===== src/rtl/vote_capture_ctrl.sv =====
`default_nettype none
// ============================================================================
//  Module   : vote_capture_ctrl (with helper encoder16to4)
//  Purpose  : Arms one ballot per officer enable, qualifies a stable one-hot
//             candidate press and commits one saturating vote per ballot.
//  Revision : 1.0  initial release
// ============================================================================

module encoder16to4 (
    input  logic [15:0] i_btn,
    output logic [3:0]  o_idx,
    output logic        o_valid
);

    always_comb begin
        o_idx = '0;
        for (int i = 0; i < 16; i++) begin
            if (i_btn[i]) o_idx = 4'(i);
        end
    end

    // Exactly one bit set: nonzero and clearing the lowest set bit leaves zero.
    assign o_valid = (i_btn != 16'd0) && ((i_btn & (i_btn - 16'd1)) == 16'd0);

endmodule

module vote_capture_ctrl #(
    parameter int unsigned CNT_W       = 8,
    parameter int unsigned TOT_W       = 12,
    parameter int unsigned HOLD_CYCLES = 4
) (
    input  logic             clk,
    input  logic             rst,
    input  logic             ballot_en,
    input  logic [15:0]      cand_btn,
    input  logic [3:0]       rd_sel,
    output logic             ballot_ready,
    output logic             vote_done,
    output logic [3:0]       vote_idx,
    output logic             invalid,
    output logic [CNT_W-1:0] rd_count,
    output logic [TOT_W-1:0] total_votes
);

    localparam logic [2:0] c_ST_IDLE    = 3'd0;
    localparam logic [2:0] c_ST_ARMED   = 3'd1;
    localparam logic [2:0] c_ST_CAPTURE = 3'd2;
    localparam logic [2:0] c_ST_COMMIT  = 3'd3;
    localparam logic [2:0] c_ST_RELEASE = 3'd4;
    localparam logic [2:0] c_ST_REJECT  = 3'd5;

    localparam logic [7:0]       c_HOLD_LAST = 8'(HOLD_CYCLES - 1);
    localparam logic [CNT_W-1:0] c_CNT_ONE   = CNT_W'(1);
    localparam logic [TOT_W-1:0] c_TOT_ONE   = TOT_W'(1);

    logic [2:0]       r_state;
    logic [15:0]      r_pat;
    logic [3:0]       r_idx;
    logic [7:0]       r_hold_cnt;
    logic [CNT_W-1:0] r_tally [16];
    logic [TOT_W-1:0] r_total;
    logic             r_ballot_ready;
    logic             r_vote_done;
    logic             r_invalid;
    logic [3:0]       r_vote_idx;

    logic [3:0]       w_enc_idx;
    logic             w_enc_valid;

    encoder16to4 u_enc (
        .i_btn   (cand_btn),
        .o_idx   (w_enc_idx),
        .o_valid (w_enc_valid)
    );

    always_ff @(posedge clk or posedge rst) begin
        if (rst) begin
            r_state        <= c_ST_IDLE;
            r_pat          <= '0;
            r_idx          <= '0;
            r_hold_cnt     <= '0;
            r_total        <= '0;
            r_ballot_ready <= 1'b0;
            r_vote_done    <= 1'b0;
            r_invalid      <= 1'b0;
            r_vote_idx     <= '0;
            for (int i = 0; i < 16; i++) r_tally[i] <= '0;
        end else begin
            r_vote_done <= 1'b0;
            r_invalid   <= 1'b0;
            case (r_state)
                c_ST_IDLE: begin
                    if (ballot_en) begin
                        r_state        <= c_ST_ARMED;
                        r_ballot_ready <= 1'b1;
                    end
                end
                c_ST_ARMED: begin
                    if (w_enc_valid) begin
                        r_state        <= c_ST_CAPTURE;
                        r_pat          <= cand_btn;
                        r_idx          <= w_enc_idx;
                        r_hold_cnt     <= 8'd1;
                        r_ballot_ready <= 1'b0;
                    end else if (cand_btn != 16'd0) begin
                        r_state        <= c_ST_REJECT;
                        r_invalid      <= 1'b1;
                        r_ballot_ready <= 1'b0;
                    end
                end
                c_ST_CAPTURE: begin
                    if (cand_btn == r_pat) begin
                        if (r_hold_cnt == c_HOLD_LAST) begin
                            r_state     <= c_ST_COMMIT;
                            r_vote_done <= 1'b1;
                            r_vote_idx  <= r_idx;
                            if (r_tally[r_idx] != '1) r_tally[r_idx] <= r_tally[r_idx] + c_CNT_ONE;
                            if (r_total != '1)        r_total <= r_total + c_TOT_ONE;
                        end else begin
                            r_hold_cnt <= r_hold_cnt + 8'd1;
                        end
                    end else begin
                        // Any deviation restarts qualification from the armed state.
                        r_state        <= c_ST_ARMED;
                        r_ballot_ready <= 1'b1;
                    end
                end
                c_ST_COMMIT: begin
                    r_state <= c_ST_RELEASE;
                end
                c_ST_RELEASE: begin
                    if (cand_btn == 16'd0) r_state <= c_ST_IDLE;
                end
                c_ST_REJECT: begin
                    if (cand_btn == 16'd0) begin
                        r_state        <= c_ST_ARMED;
                        r_ballot_ready <= 1'b1;
                    end
                end
                default: begin
                    r_state        <= c_ST_IDLE;
                    r_ballot_ready <= 1'b0;
                end
            endcase
        end
    end

    assign ballot_ready = r_ballot_ready;
    assign vote_done    = r_vote_done;
    assign vote_idx     = r_vote_idx;
    assign invalid      = r_invalid;
    assign rd_count     = r_tally[rd_sel];
    assign total_votes  = r_total;

endmodule
`default_nettype wire


===== config.mk =====
export PLATFORM = sky130hd
export DESIGN_NAME = vote_capture_ctrl
export DESIGN_NICKNAME = d
export VERILOG_FILES = /design/src/rtl/vote_capture_ctrl.sv
export SDC_FILE = /design/constraint.sdc
export NUM_CORES = 1
export LEC_CHECK = 0
export CAP_MARGIN = 5
export CELL_PAD_IN_SITES_DETAIL_PLACEMENT = 0
export CELL_PAD_IN_SITES_GLOBAL_PLACEMENT = 1
export CORE_MARGIN = 2
export CORE_UTILIZATION = 46
export DETAILED_ROUTE_END_ITERATION = 16
export GPL_ROUTABILITY_DRIVEN = 0
export HOLD_SLACK_MARGIN = 0.06
export PLACE_DENSITY_LB_ADDON = 0.1
export SLEW_MARGIN = 30
export SYNTH_ARGS = -nofsm -noshare
export SYNTH_HDL_FRONTEND = slang
export SYNTH_SLANG_ARGS = --single-unit

===== constraint.sdc =====
create_clock -name clk -period 5.5 [get_ports clk]
set_input_delay 1.1 -clock clk [delete_from_list [all_inputs] [get_ports clk]]
set_output_delay 1.1 -clock clk [all_outputs]
set_load 0.02 [all_outputs]

==> flow_metrics.tcl <==
set metrics [dict create \
    vdd_ir_drop_max_uv 182 \
    hpwl_um 16700 \
    postCtsSetupRepairBufs 0 \
    period_needed_ns 4.55 \
    avgSynthCellArea_um2 13.4 \
    cts-htree-levels 4 \
    drive_gt1_share_pct 34.4 \
    fp.dieH_um 152 \
    period_share_pct 82.7 \
    ant_nets 0 \
    slowest_delay_ns 0.57 \
    start_kind "primary input" \
    ys_warn_count 0 \
    num_antenna_cells 0 \
    required_ns 4.40 \
    synth_ff_type "dfrtp_1" \
    synthCells 745 \
    cp_cell_sequence "buf_2, buf_12, mux4_2, mux4_2, clkdlybuf4s50_1" \
    dieArea_mm2 0.0230 \
    grt_usage_pct 23.8 \
    rsz0062_at_grt "false" \
    pre_cts_ws_ns 0.962 \
    ys_async_sr_fraction_pct 100 \
    grt-ovfl-total 0 \
    setup_slack_ns 0.953 \
    crit_type "in -> out" \
    cts_sinks 178 \
    fin_setup_tns_ns 0 \
    core-area_mm2 0.0212 \
    syn-num-nets 771 \
    clock_latency_ns 0.43 \
    io_pins 50 \
    synthesis.area_mm2 0.0100 \
    setup_viol 0 \
    fill_cells 1774 \
    fin_nets 798 \
    drt_iter0_drc 387 \
    cts_hold_buf 0 \
    root_buffer "clkbuf_16" \
    die_width_um 152 \
    synth_seq_area_share_pct 44.5 \
    finalHoldViolations 0 \
    grt_max_degree 179 \
    firstDrtPassIters 5 \
    synth_top_area_share_pct 44.5 \
    synth.most_common_cell "dfrtp_1" \
    totalWireLength_um 25700 \
    outcome "completed" \
    max_freq_mhz 220 \
    grt_pass1_vias 6848 \
    clockBufferDepth 2 \
    grt_pass1_wl_um 39900 \
    antenna_found_initial 0 \
    p_per_area_mw_per_mm2 231 \
    ys_ff_latch 178 \
    cpMaxStageDelayCell "clkdlybuf4s50_1" \
    initial_utilization_pct 47.2 \
    vias_per_cell 6.17 \
    cp-end-kind "output pin" \
    cts_resized 0 \
    max_slew_margin_pct 39.0 \
    ys_top_cells_by_count "dfrtp_1 (178), mux2_2 (125), nand2_1 (75)" \
    skew_ns 0.0129 \
    cts_made_buffers 17 \
    num_rows 53 \
    yosysTopAreaCell "dfrtp_1" \
    ys_types 63 \
    synth-edff-count 0 \
    p_leak_nw 5.12 \
    cts_tree "yes" \
    timing.max_cap.violations 0 \
    tightest_slew_ns 0.903 \
    finalMaxSlewViolations 0 \
    synth_area_leaders "dfrtp_1 (45%), mux2_2 (14%), mux4_2 (13%)" \
    detail_route.wl_per_cell_um 24.3 \
    num_vias 6537 \
    crit_top_cell "mux4_2" \
    critPathMaxFanout 18 \
    route.detailed.drc 0 \
    crit_arrival_ns 3.45 \
    io_buffers 49 \
    min_path_type "reg -> reg" \
    synthToLayoutAreaGrowth_pct 12.6 \
    cts.reportedPaths.clkPinSlew_ns 0.07 \
]
## per-layer routing
metal,part of all wire [%],track usage [%],up-vias
met2,53,42.3,189
met4,2.7,8.15,0
li1,-,-,2860
met1,40,29.9,3447
met5,0,0,-
met3,3.7,3.62,41
## through the flow
| stage | util (%) | total power, mW | cell area (um2) | hold slack [ns] | cells |
|---|---|---|---|---|---|
| floorplan | - | 1.45 | 10000 | 0.459 | 745 |
| global placement | 50.3 | 1.51 | 10700 | 0.462 | 1027 |
| detailed placement | 50.4 | 1.51 | 10700 | 0.457 | 1027 |
| CTS | 52.9 | 2.64 | 11200 | 0.475 | 1058 |
| global route | 53.1 | 2.72 | 11300 | 0.487 | 1059 |
| finish | 53.1 | 2.61 | 11300 | 0.470 | 1059 |
## critical path: cells and delay by family
kind | cells | cell delay, ns
multiplexers | 2 | 1.04
buffers and inverters | 3 | 1.29
## placed cells by master, fill, tap and decap left out, types with 6 or more instances in the layout
cell	instances
clkdlybuf4s50_1	47
a22oi_1	6
nand2_1	75
nand4_4	11
mux4_2	58
inv_1	12
mux2_4	6
nor4_1	8
mux4_1	15
mux2_2	125
nor2_1	26
nand4_1	9
and2_1	6
nand4_2	6
nor3_1	11
xor2_1	6
xnor2_1	28
nand3_1	9
a21oi_1	7
buf_4	10
clkbuf_16	17
dfrtp_1	177
o21ai_0	17
## flip-flops by register name, summed over array words and instances, names as in the netlist
name          flops
ballot_ready      1
invalid           1
r_state           3
vote_idx          4
r_hold_cnt        8
total_votes      12
r_idx             4
vote_done         1
r_pat            16
r_tally         128
## layout make-up
cell class              instances  area (um2)  area share, %
clock buffers                  21         450           4.00
repair buffers                 63         643           5.71
flip-flops and latches        178        4460           39.5
multi-input cells             498        5240           46.5
inverters                      14        56.3          0.500
well taps                     275         344           3.05
clock inverters                10        82.6          0.733
## where the power goes
group / internal, mW / switching (mW)
clock network: 0.592 / 0.531
registers: 1.32 / 0.0131
logic: 0.0605 / 0.0932
## cell families after synthesis
group / Yosys count / share of synthesized area [%]
muxes: 207 / 32.4
and+or+nand+nor: 192 / 11.6
DFF: 178 / 44.5
buffers and inverters: 69 / 3.64
AOI/OAI and AO/OA: 53 / 3.71
xor gates and xnor gates: 40 / 3.50
adders and majority gates: 6 / 0.675
## path summary, 6_finish.rpt
path                             start               to  slack [ns]  cells past startpoint
min                        vote_idx[1]      vote_idx[1]        0.47                      2
max                          rd_sel[1]      rd_count[1]        0.95                      5
min reg2reg                vote_idx[1]      vote_idx[1]        0.47                      2
min in group asynchronous          rst  total_votes[11]        1.09                      3
max reg2reg                   r_idx[0]      r_tally[97]        1.18                      9
max in group asynchronous          rst      r_tally[44]        3.46                      4
Note: power is estimated with default switching activity, not from simulation.
